--- src/rtl/serial_pkg.sv ---
// Shared definitions for the serializer arbiter slice.
// Contents:
//   SER_DATA_WIDTH  default parallel word width, matching the serializer
//   arb_state_t     arbiter FSM state encoding
package serial_pkg;

    localparam int SER_DATA_WIDTH = 8;

    typedef enum logic [2:0] {
        ST_IDLE  = 3'd0,
        ST_LOAD  = 3'd1,
        ST_START = 3'd2,
        ST_SEND  = 3'd3,
        ST_GAP   = 3'd4
    } arb_state_t;

endpackage

--- src/rtl/rr_pick.sv ---
// Combinational round-robin priority picker.
// Searches req starting at rr_ptr+1 and wrapping, so the source served last
// has the lowest priority on the next pick.
// Ports:
//   req     in   NUM_REQ  request vector
//   rr_ptr  in   IDX_W    index of the most recently served source
//   valid   out  1        at least one request is set
//   idx     out  IDX_W    index of the winning source (0 when valid=0)
module rr_pick #(
    parameter int NUM_REQ = 4,
    parameter int IDX_W   = $clog2(NUM_REQ)
) (
    input  logic [NUM_REQ-1:0] req,
    input  logic [IDX_W-1:0]   rr_ptr,
    output logic               valid,
    output logic [IDX_W-1:0]   idx
);

    logic [IDX_W-1:0] cand;

    always_comb begin
        valid = 1'b0;
        idx   = '0;
        cand  = '0;
        for (int k = 1; k <= NUM_REQ; k++) begin
            cand = IDX_W'((int'(rr_ptr) + k) % NUM_REQ);
            if (!valid && req[cand]) begin
                valid = 1'b1;
                idx   = cand;
            end
        end
    end

endmodule

--- src/rtl/serializer_arbiter.sv ---
// Round-robin arbiter/sequencer that shares one serializer between NUM_REQ
// parallel-word sources. The winning word is captured into ser_data_in,
// held for one LOAD cycle, then ser_start pulses; the arbiter waits for
// ser_busy to fall and pulses done.
//
// Optional feature: define SERIAL_ARB_GAP_EN to insert GAP_CYCLES idle-line
// cycles after each frame. Without it, GAP_CYCLES is unused and SEND returns
// straight to IDLE.
//
// Ports:
//   clock        in   1                   rising-edge clock (shared with serializer)
//   reset_n      in   1                   asynchronous active-low reset
//   req          in   NUM_REQ             per-source request, held until ack
//   req_data     in   NUM_REQ*DATA_WIDTH  source i word at [i*DATA_WIDTH +: DATA_WIDTH]
//   ack          out  NUM_REQ             one-hot pulse: word captured from source i
//   done         out  1                   pulse: frame fully shifted out
//   grant_id     out  $clog2(NUM_REQ)     source of the current/last frame
//   active       out  1                   high from ack through done
//   ser_data_in  out  DATA_WIDTH          serializer data_in
//   ser_start    out  1                   serializer start
//   ser_busy     in   1                   serializer busy
module serializer_arbiter
    import serial_pkg::*;
#(
    parameter int NUM_REQ    = 4,
    parameter int DATA_WIDTH = SER_DATA_WIDTH,
    parameter int GAP_CYCLES = 2
) (
    input  logic                          clock,
    input  logic                          reset_n,
    input  logic [NUM_REQ-1:0]            req,
    input  logic [NUM_REQ*DATA_WIDTH-1:0] req_data,
    output logic [NUM_REQ-1:0]            ack,
    output logic                          done,
    output logic [$clog2(NUM_REQ)-1:0]    grant_id,
    output logic                          active,
    output logic [DATA_WIDTH-1:0]         ser_data_in,
    output logic                          ser_start,
    input  logic                          ser_busy
);

    localparam int IDX_W = $clog2(NUM_REQ);

    if (NUM_REQ < 2 || GAP_CYCLES < 0) begin : g_bad_params
        $error("serializer_arbiter: NUM_REQ must be >= 2 and GAP_CYCLES >= 0");
    end

    arb_state_t              state_q, state_d;
    logic [IDX_W-1:0]        rr_ptr_q, rr_ptr_d;
    logic [NUM_REQ-1:0]      ack_d;
    logic                    done_d;
    logic                    active_d;
    logic                    start_d;
    logic [IDX_W-1:0]        grant_d;
    logic [DATA_WIDTH-1:0]   data_d;

    logic                    pick_valid;
    logic [IDX_W-1:0]        pick_idx;

`ifdef SERIAL_ARB_GAP_EN
    // Holds remaining gap cycles minus one; zero means this is the last one.
    localparam int GAP_W = (GAP_CYCLES > 1) ? $clog2(GAP_CYCLES) : 1;
    logic [GAP_W-1:0]        gap_cnt_q, gap_cnt_d;
`endif

    rr_pick #(
        .NUM_REQ (NUM_REQ),
        .IDX_W   (IDX_W)
    ) u_pick (
        .req    (req),
        .rr_ptr (rr_ptr_q),
        .valid  (pick_valid),
        .idx    (pick_idx)
    );

    // Next-state and next-output logic. Every output is registered, so the
    // values computed here appear in the cycle after the transition that
    // produces them (e.g. ser_start is high while state_q == ST_START).
    always_comb begin
        state_d  = state_q;
        rr_ptr_d = rr_ptr_q;
        ack_d    = '0;
        done_d   = 1'b0;
        active_d = 1'b0;
        start_d  = 1'b0;
        grant_d  = grant_id;
        data_d   = ser_data_in;
`ifdef SERIAL_ARB_GAP_EN
        gap_cnt_d = gap_cnt_q;
`endif
        case (state_q)
            ST_IDLE: begin
                if (pick_valid) begin
                    state_d  = ST_LOAD;
                    active_d = 1'b1;
                    grant_d  = pick_idx;
                    rr_ptr_d = pick_idx;
                    for (int i = 0; i < NUM_REQ; i++) begin
                        if (pick_idx == IDX_W'(i)) begin
                            ack_d[i] = 1'b1;
                            data_d   = req_data[i*DATA_WIDTH +: DATA_WIDTH];
                        end
                    end
                end
            end
            ST_LOAD: begin
                state_d  = ST_START;
                start_d  = 1'b1;
                active_d = 1'b1;
            end
            ST_START: begin
                state_d  = ST_SEND;
                active_d = 1'b1;
            end
            ST_SEND: begin
                // Stay active through the done cycle, which follows the exit edge.
                active_d = 1'b1;
                if (!ser_busy) begin
                    done_d = 1'b1;
`ifdef SERIAL_ARB_GAP_EN
                    if (GAP_CYCLES > 0) begin
                        state_d   = ST_GAP;
                        gap_cnt_d = GAP_W'(GAP_CYCLES - 1);
                    end else begin
                        state_d = ST_IDLE;
                    end
`else
                    state_d = ST_IDLE;
`endif
                end
            end
`ifdef SERIAL_ARB_GAP_EN
            ST_GAP: begin
                if (gap_cnt_q == '0) begin
                    state_d = ST_IDLE;
                end else begin
                    gap_cnt_d = gap_cnt_q - 1'b1;
                end
            end
`endif
            default: begin
                state_d = ST_IDLE;
            end
        endcase
    end

    always_ff @(posedge clock or negedge reset_n) begin
        if (!reset_n) begin
            state_q     <= ST_IDLE;
            rr_ptr_q    <= IDX_W'(NUM_REQ - 1);
            ack         <= '0;
            done        <= 1'b0;
            active      <= 1'b0;
            ser_start   <= 1'b0;
            grant_id    <= '0;
            ser_data_in <= '0;
`ifdef SERIAL_ARB_GAP_EN
            gap_cnt_q   <= '0;
`endif
        end else begin
            state_q     <= state_d;
            rr_ptr_q    <= rr_ptr_d;
            ack         <= ack_d;
            done        <= done_d;
            active      <= active_d;
            ser_start   <= start_d;
            grant_id    <= grant_d;
            ser_data_in <= data_d;
`ifdef SERIAL_ARB_GAP_EN
            gap_cnt_q   <= gap_cnt_d;
`endif
        end
    end

    a_ack_onehot0: assert property (@(posedge clock) disable iff (!reset_n)
        $onehot0(ack));

    a_start_only_in_start: assert property (@(posedge clock) disable iff (!reset_n)
        ser_start |-> (state_q == ST_START));

    // The word may only change on the IDLE->LOAD edge.
    a_data_stable: assert property (@(posedge clock) disable iff (!reset_n)
        (state_q != ST_IDLE) |=> $stable(ser_data_in));

    // A busy serializer while we are about to start a frame is a protocol error.
    a_busy_when_idle: assert property (@(posedge clock) disable iff (!reset_n)
        !(((state_q == ST_IDLE) || (state_q == ST_LOAD)) && ser_busy));

endmodule

--- config.mk ---
export PLATFORM = sky130hd
export DESIGN_NAME = serializer_arbiter
export DESIGN_NICKNAME = d
export VERILOG_FILES = /design/src/rtl/serial_pkg.sv /design/src/rtl/rr_pick.sv /design/src/rtl/serializer_arbiter.sv
export SDC_FILE = /design/constraint.sdc
export NUM_CORES = 1
export LEC_CHECK = 0
export BUFFER_PORTS_ARGS = -buffer_cell sky130_fd_sc_hd__buf_2
export CORE_MARGIN = 8
export CORE_UTILIZATION = 37
export CTS_CLUSTER_DIAMETER = 120
export DETAILED_ROUTE_END_ITERATION = 10
export GPL_TIMING_DRIVEN = 1
export PLACE_DENSITY_LB_ADDON = 0.12
export SYNTH_ARGS = -nofsm -noshare
export SYNTH_HDL_FRONTEND = slang
export SYNTH_SLANG_ARGS = --single-unit
export TNS_END_PERCENT = 50
--- constraint.sdc ---
create_clock -name clock -period 2.1 [get_ports clock]
set_clock_uncertainty 0.2 [all_clocks]
set_input_delay 0.105 -clock clock [delete_from_list [all_inputs] [get_ports clock]]
set_output_delay 0.105 -clock clock [all_outputs]
set_load 0.1 [all_outputs]
Word level (Yosys, flattened, before mapping)
Cells that the tools add are included.
W data, S select, Z words.
{"block": "classes", "order_cmp": 4, "muxes": 34, "n_addsub": 4, "reduce_logical": 13, "n_eq_ne": 8}
{"operator": "$mux W8", "count": 4}
{"operator": "$mux W1", "count": 16}
{"operator": "$lt A2 B3 Y1 const B", "count": 4}
{"operator": "$pmux W3 S4", "count": 1}
{"operator": "$bmux W1 S2", "count": 4}
{"operator": "$mux W2", "count": 4}
{"operator": "$mux W4", "count": 2}
{"operator": "$eq A3 B2 Y1 const B", "count": 2}
{"operator": "$mux W3", "count": 2}
{"operator": "$add A2 B1 Y2 const B", "count": 2}
{"operator": "$add A2 B2 Y2 const B", "count": 2}
{"operator": "$eq A2 B2 Y1 const B", "count": 2}
{"operator": "$ne A2 B2 Y1 const B", "count": 2}
{"operator": "$reduce_and A2 Y1", "count": 2}
{"operator": "$reduce_bool A4 Y1", "count": 1}
{"operator": "$eq A3 B1 Y1 const B", "count": 1}
{"operator": "$logic_and A1 B1 Y1", "count": 3}
{"operator": "$logic_not A1 Y1", "count": 3}
{"operator": "$logic_not A3 Y1", "count": 1}
{"operator": "$reduce_and A3 Y1", "count": 1}
{"operator": "$reduce_or A3 Y1", "count": 1}
{"operator": "$eq A2 B1 Y1 const B", "count": 1}
{"operator": "$logic_not A2 Y1", "count": 1}
{"operator": "$pmux W1 S2", "count": 1}
{"block": "word_totals", "wordCells": 71, "reg_bits": 22, "in_bits": 39, "out_inout_bits": 17}

Depth between registers and ports, before layout
{"block": "logic_depth", "depth_word": 18, "mapped_depth": 8, "ltp_nobuf": 7}

By module
A second synthesis with hierarchy kept.
{"block": "hier_totals", "hier_cells": 104, "hier_area_um2": 1121.1}
{"mod": "serializer_arbiter", "seq_area_each_um2": 528.0, "cells_per_inst": 90, "n_inst": 1, "area_per_inst_um2": 1029.7}
{"mod": "rr_pick", "seq_area_each_um2": 0.0, "cells_per_inst": 14, "n_inst": 1, "area_per_inst_um2": 91.3}

Worst setup path after synthesis
Ideal clock, no wire load.
{"block": "synth_timing", "path_kind": "reg2reg", "startpoint": "reg rr_ptr_q[1]", "endpoint": "reg ser_data_in[3]", "path_stages_with_launch": 9, "setup_slack_ns": 0.093, "t_arrival_ns": 1.677, "path_cell_list": "dfstp_2 -> buf_6 -> mux2i_1 -> a2bb2oi_2 -> o21a_1 -> buf_6 -> buf_12 -> mux2i_1 -> o211ai_2"}
{"block": "synth_via", "elab_chain_len": 17}
{"item": "start: declaration", "line": "serializer_arbiter.sv:49", "text": "logic [IDX_W-1:0] rr_ptr_q, rr_ptr_d;"}
{"item": "start signal: assignment", "line": "serializer_arbiter.sv:150", "text": "rr_ptr_q <= IDX_W'(NUM_REQ - 1);"}
{"item": "start signal: assignment", "line": "serializer_arbiter.sv:162", "text": "rr_ptr_q <= rr_ptr_d;"}
{"item": "$add A2 B1 Y2", "line": "rr_pick.sv:26", "text": "cand = IDX_W'((int'(rr_ptr) + k) % NUM_REQ);"}
{"item": "$bmux W1 S2", "line": "rr_pick.sv:27", "text": "if (!valid && req[cand]) begin"}
{"item": "$mux W1 (implied by the code)", "line": "rr_pick.sv:27"}
{"item": "$mux W1", "line": "rr_pick.sv:27"}
{"item": "$logic_not A1 Y1", "line": "rr_pick.sv:27"}
{"item": "$logic_and A1 B1 Y1", "line": "rr_pick.sv:27"}
{"item": "$mux W1", "line": "rr_pick.sv:27"}
{"item": "$logic_not A1 Y1", "line": "rr_pick.sv:27"}
{"item": "$logic_and A1 B1 Y1", "line": "rr_pick.sv:27"}
{"item": "$mux W1", "line": "rr_pick.sv:27"}
{"item": "$logic_not A1 Y1", "line": "rr_pick.sv:27"}
{"item": "$logic_and A1 B1 Y1", "line": "rr_pick.sv:27"}
{"item": "$mux W2", "line": "rr_pick.sv:27"}
{"item": "$eq A2 B1 Y1", "line": "serializer_arbiter.sv:99", "text": "if (pick_idx == IDX_W'(i)) begin"}
{"item": "$mux W8 (3 in series)", "line": "serializer_arbiter.sv:99"}
{"item": "end signal: assignment", "line": "serializer_arbiter.sv:168", "text": "ser_data_in <= data_d;"}
{"item": "end: declaration", "line": "serializer_arbiter.sv:37", "text": "output logic [DATA_WIDTH-1:0] ser_data_in,"}
Several ways; a longest one is shown, not always the timed one. The select of a mux whose other input is x is not followed.
A chain may end at the register's enable or synchronous reset.

Final worst setup path
Ends and elaborated chain as after synthesis.

==> impl_metrics.env <==
export IMPL_globalRouteOverflowTotal=0
export IMPL_yosys_area_share_simple_pct=19.0
export IMPL_power_leakage_nw=0.925
export IMPL_rsz0062_at_grt="no"
export IMPL_area_delta_synth_final_pct=50.9
export IMPL_post_route_period_util_pct=95.9
export IMPL_drc=0
export IMPL_seqCellArea_um2=528
export IMPL_setup_tns_ns=0
export IMPL_start_util_pct=38.0
export IMPL_synth_edf_count=0
export IMPL_peakVddDrop_mv=1.01
export IMPL_antenna_cells=0
export IMPL_place_hpwl_um=2600
export IMPL_worst_setup_path_type="reg -> reg"
export IMPL_first_pass_iters=4
export IMPL_postSynthCellCount=125
export IMPL_final_nets=255
export IMPL_syn_avg_cell_area_um2=10.1
export IMPL_antenna_found_initial=0
export IMPL_rows=21
export IMPL_h_tree_depth=1
export IMPL_yosysTopAreaCellShare_pct=37.8
export IMPL_min_path_type="in -> reg"
export IMPL_synth_cell_type_count=32
export IMPL_multi_input_comb_area_um2=654
export IMPL_sw_frac_of_total_pct=58.5
export IMPL_yosysMostFrequentCell="dfrtp_1"
export IMPL_synth_fa_ha_area_share_pct=4.98
export IMPL_finalSetupViolations=0
export IMPL_outcome="completed"
export IMPL_internal_power_w=0.00127
export IMPL_finalHoldViolations=0
export IMPL_tightest_slew_ns=0.506
export IMPL_fillers=305
export IMPL_grt_pass1_vias=1350
export IMPL_drive_above_1_share_pct=39.0
export IMPL_wl_per_cell_um=14.3
export IMPL_syn_cell_area_um2=1260
export IMPL_p_per_area_nw_per_um2=1620
export IMPL_grtUsageTotal_pct=14.2
export IMPL_synth_compound_area_share_pct=12.1
export IMPL_cap_violations=0
export IMPL_synthArstFlopShare_pct=100
export IMPL_vias=1218
export IMPL_synth_warnings=0
export IMPL_drt_iter0_drc=25
export IMPL_ys_seq_area_share_pct=42.0
export IMPL_core_area_um2=3310
export IMPL_p_comb_share_pct=71.1
export IMPL_pin_count=56
export IMPL_synthTopCellsByCount="dfrtp_1, nand3_1, nand2_1"
export IMPL_muxShareOfSynthArea_pct=15.2
export IMPL_synthTopCellsByArea="dfrtp_1, mux2i_1, mux2_2, nand3_1, ha_1"
export IMPL_cts_buffers_inserted=3
export IMPL_final_max_slew_viol_count=0
export IMPL_required_ns=2.08
export IMPL_synthFlopType="dfrtp_1"
export IMPL_ys_ff_latch=21
export IMPL_fin_crit_ns=2.01
export IMPL_gp_congestion=0.770
export IMPL_avgViaCountPerCell=4.76
export IMPL_p_clk_share_pct=6.2
export IMPL_final_antenna_net_count=0
export IMPL_synth_area_leader_cell="dfrtp_1"
export IMPL_fmax_mhz=496
export IMPL_slew_limit_headroom_pct=66.0
export IMPL_clock_path_buffers=2
export IMPL_worst_ep_arrival_time_ns=2.00
export IMPL_die_area_um2=5520
export IMPL_cts_sinks=21
export IMPL_cts_tree="yes"
export IMPL_grt_max_degree=22
export IMPL_cp_max_fo=18
export IMPL_p_switching_w=0.00179
export IMPL_totalWireLength_um=3660
export IMPL_worst_setup_path_start_kind="register"
export IMPL_cp_end_kind="register"
export IMPL_power_frac_seq_pct=22.7
export IMPL_synthesis_nets=169
export IMPL_grt_pass1_wl_um=6120
export IMPL_synth_xor_area_share_pct=0
export IMPL_preCtsSetupSlack_ns=0.00513
export IMPL_fin_ws_ns=0.0855
export IMPL_dieWidth_um=74.3
export IMPL_clock_latency_ns=0.29
export IMPL_io_buffers=55
export IMPL_die_h_um=74.3
export IMPL_synth_top_family_by_area="simple AND/OR/NAND/NOR gates"
export IMPL_cts_root_buffer="clkbuf_4"
export IMPL_cts_reportedPaths_clkPinSlew_ns=0.11
power groups by stage:
stage                     Clock, W  Combinational, W  Sequential (W)
after floorplan                  0          0.000764         0.00165
after global placement           0           0.00211        0.000696
after detailed placement         0           0.00215        0.000699
after CTS                 0.000201           0.00219        0.000694
after global routing      0.000217           0.00232        0.000722
final                     0.000190           0.00218        0.000695
registers in the layout (all words and copies together) (netlist names):
| register | cells |
|---|---|
| active | 1 |
| done | 1 |
| state_q | 2 |
| ser_data_in | 8 |
| ser_start | 1 |
| rr_ptr_q | 2 |
| ack | 4 |
| grant_id | 2 |
metrics by stage:
step                total power, W  hold slack [ns]  instance area (um2)  util [%]  cells
global route               0.00326           0.0167                 1900      57.3    256
floorplan                  0.00242           -0.391                 1260         -    125
CTS                        0.00308          0.00167                 1890      57.1    256
detailed placement         0.00285          -0.0985                 1600      48.4    226
global placement           0.00281           -0.105                 1600      48.4    226
finish                     0.00307          0.00728                 1900      57.3    256
layer usage:
metal,global-route usage (%),up-vias,part of all wire [%]
li1,-,611,-
met1,16.2,570,42
met2,25.3,35,51
met3,4.04,2,6.3
met4,3.48,0,0.46
met5,0,-,0
critical path: stages, from the launching register on:
cell and delay, ns:
dfstp_2 0.56, buf_4 0.14, and2b_1 0.21, o31a_1 0.32
buf_12 0.17, nand3_1 0.08, mux2_2 0.15, o211ai_2 0.08
final timing paths:
path / start / to / slack (ns) / cells after the start
max: rr_ptr_q[1] / ser_data_in[3] / 0.09 / 7
min: req_data[30] / ser_data_in[6] / 0.007 / 4
max reg2reg: rr_ptr_q[1] / ser_data_in[3] / 0.09 / 7
min reg2reg: grant_id[1] / grant_id[1] / 0.30 / 1
max in group asynchronous: reset_n / rr_ptr_q[0] / 1.27 / 2
min in group asynchronous: reset_n / active / 0.08 / 2
layout by cell type, fill, tap and decap left out, types with 3 or more instances in the layout:
cell type	instances
ha_1	5
o211ai_1	7
nand2_1	12
nand3_1	16
dfrtp_1	19
inv_1	3
mux2i_1	9
buf_4	6
a21oi_1	4
nor2_1	9
nand2b_1	3
buf_2	55
mux2_2	8
clkbuf_4	3
dlygate4sd3_1	26
timing repair:
item,CTS,global route
setup endpoints to repair,3,7
hold buffers,26,0
pin swaps,0,1
gates resized for setup,1,2
buffers inserted,0,0
endpoints found under the hold margin,30,0
logic make-up after synthesis:
group / count (synthesis)
AOI/OAI and AO/OA: 20
adders and majority gates: 5
buffers and inverters: 11
DFF: 21
muxes: 18
and+or+nand+nor: 50
area by class of cell:
cell class / instances / area share (%)
multi-input combinational: 93 / 34.5
clock buffer: 4 / 1.38
sequential: 21 / 27.8
inverter: 3 / 0.593
timing repair buffer: 89 / 32.7
tap: 46 / 3.03
Power figures use the tool's default switching activity.
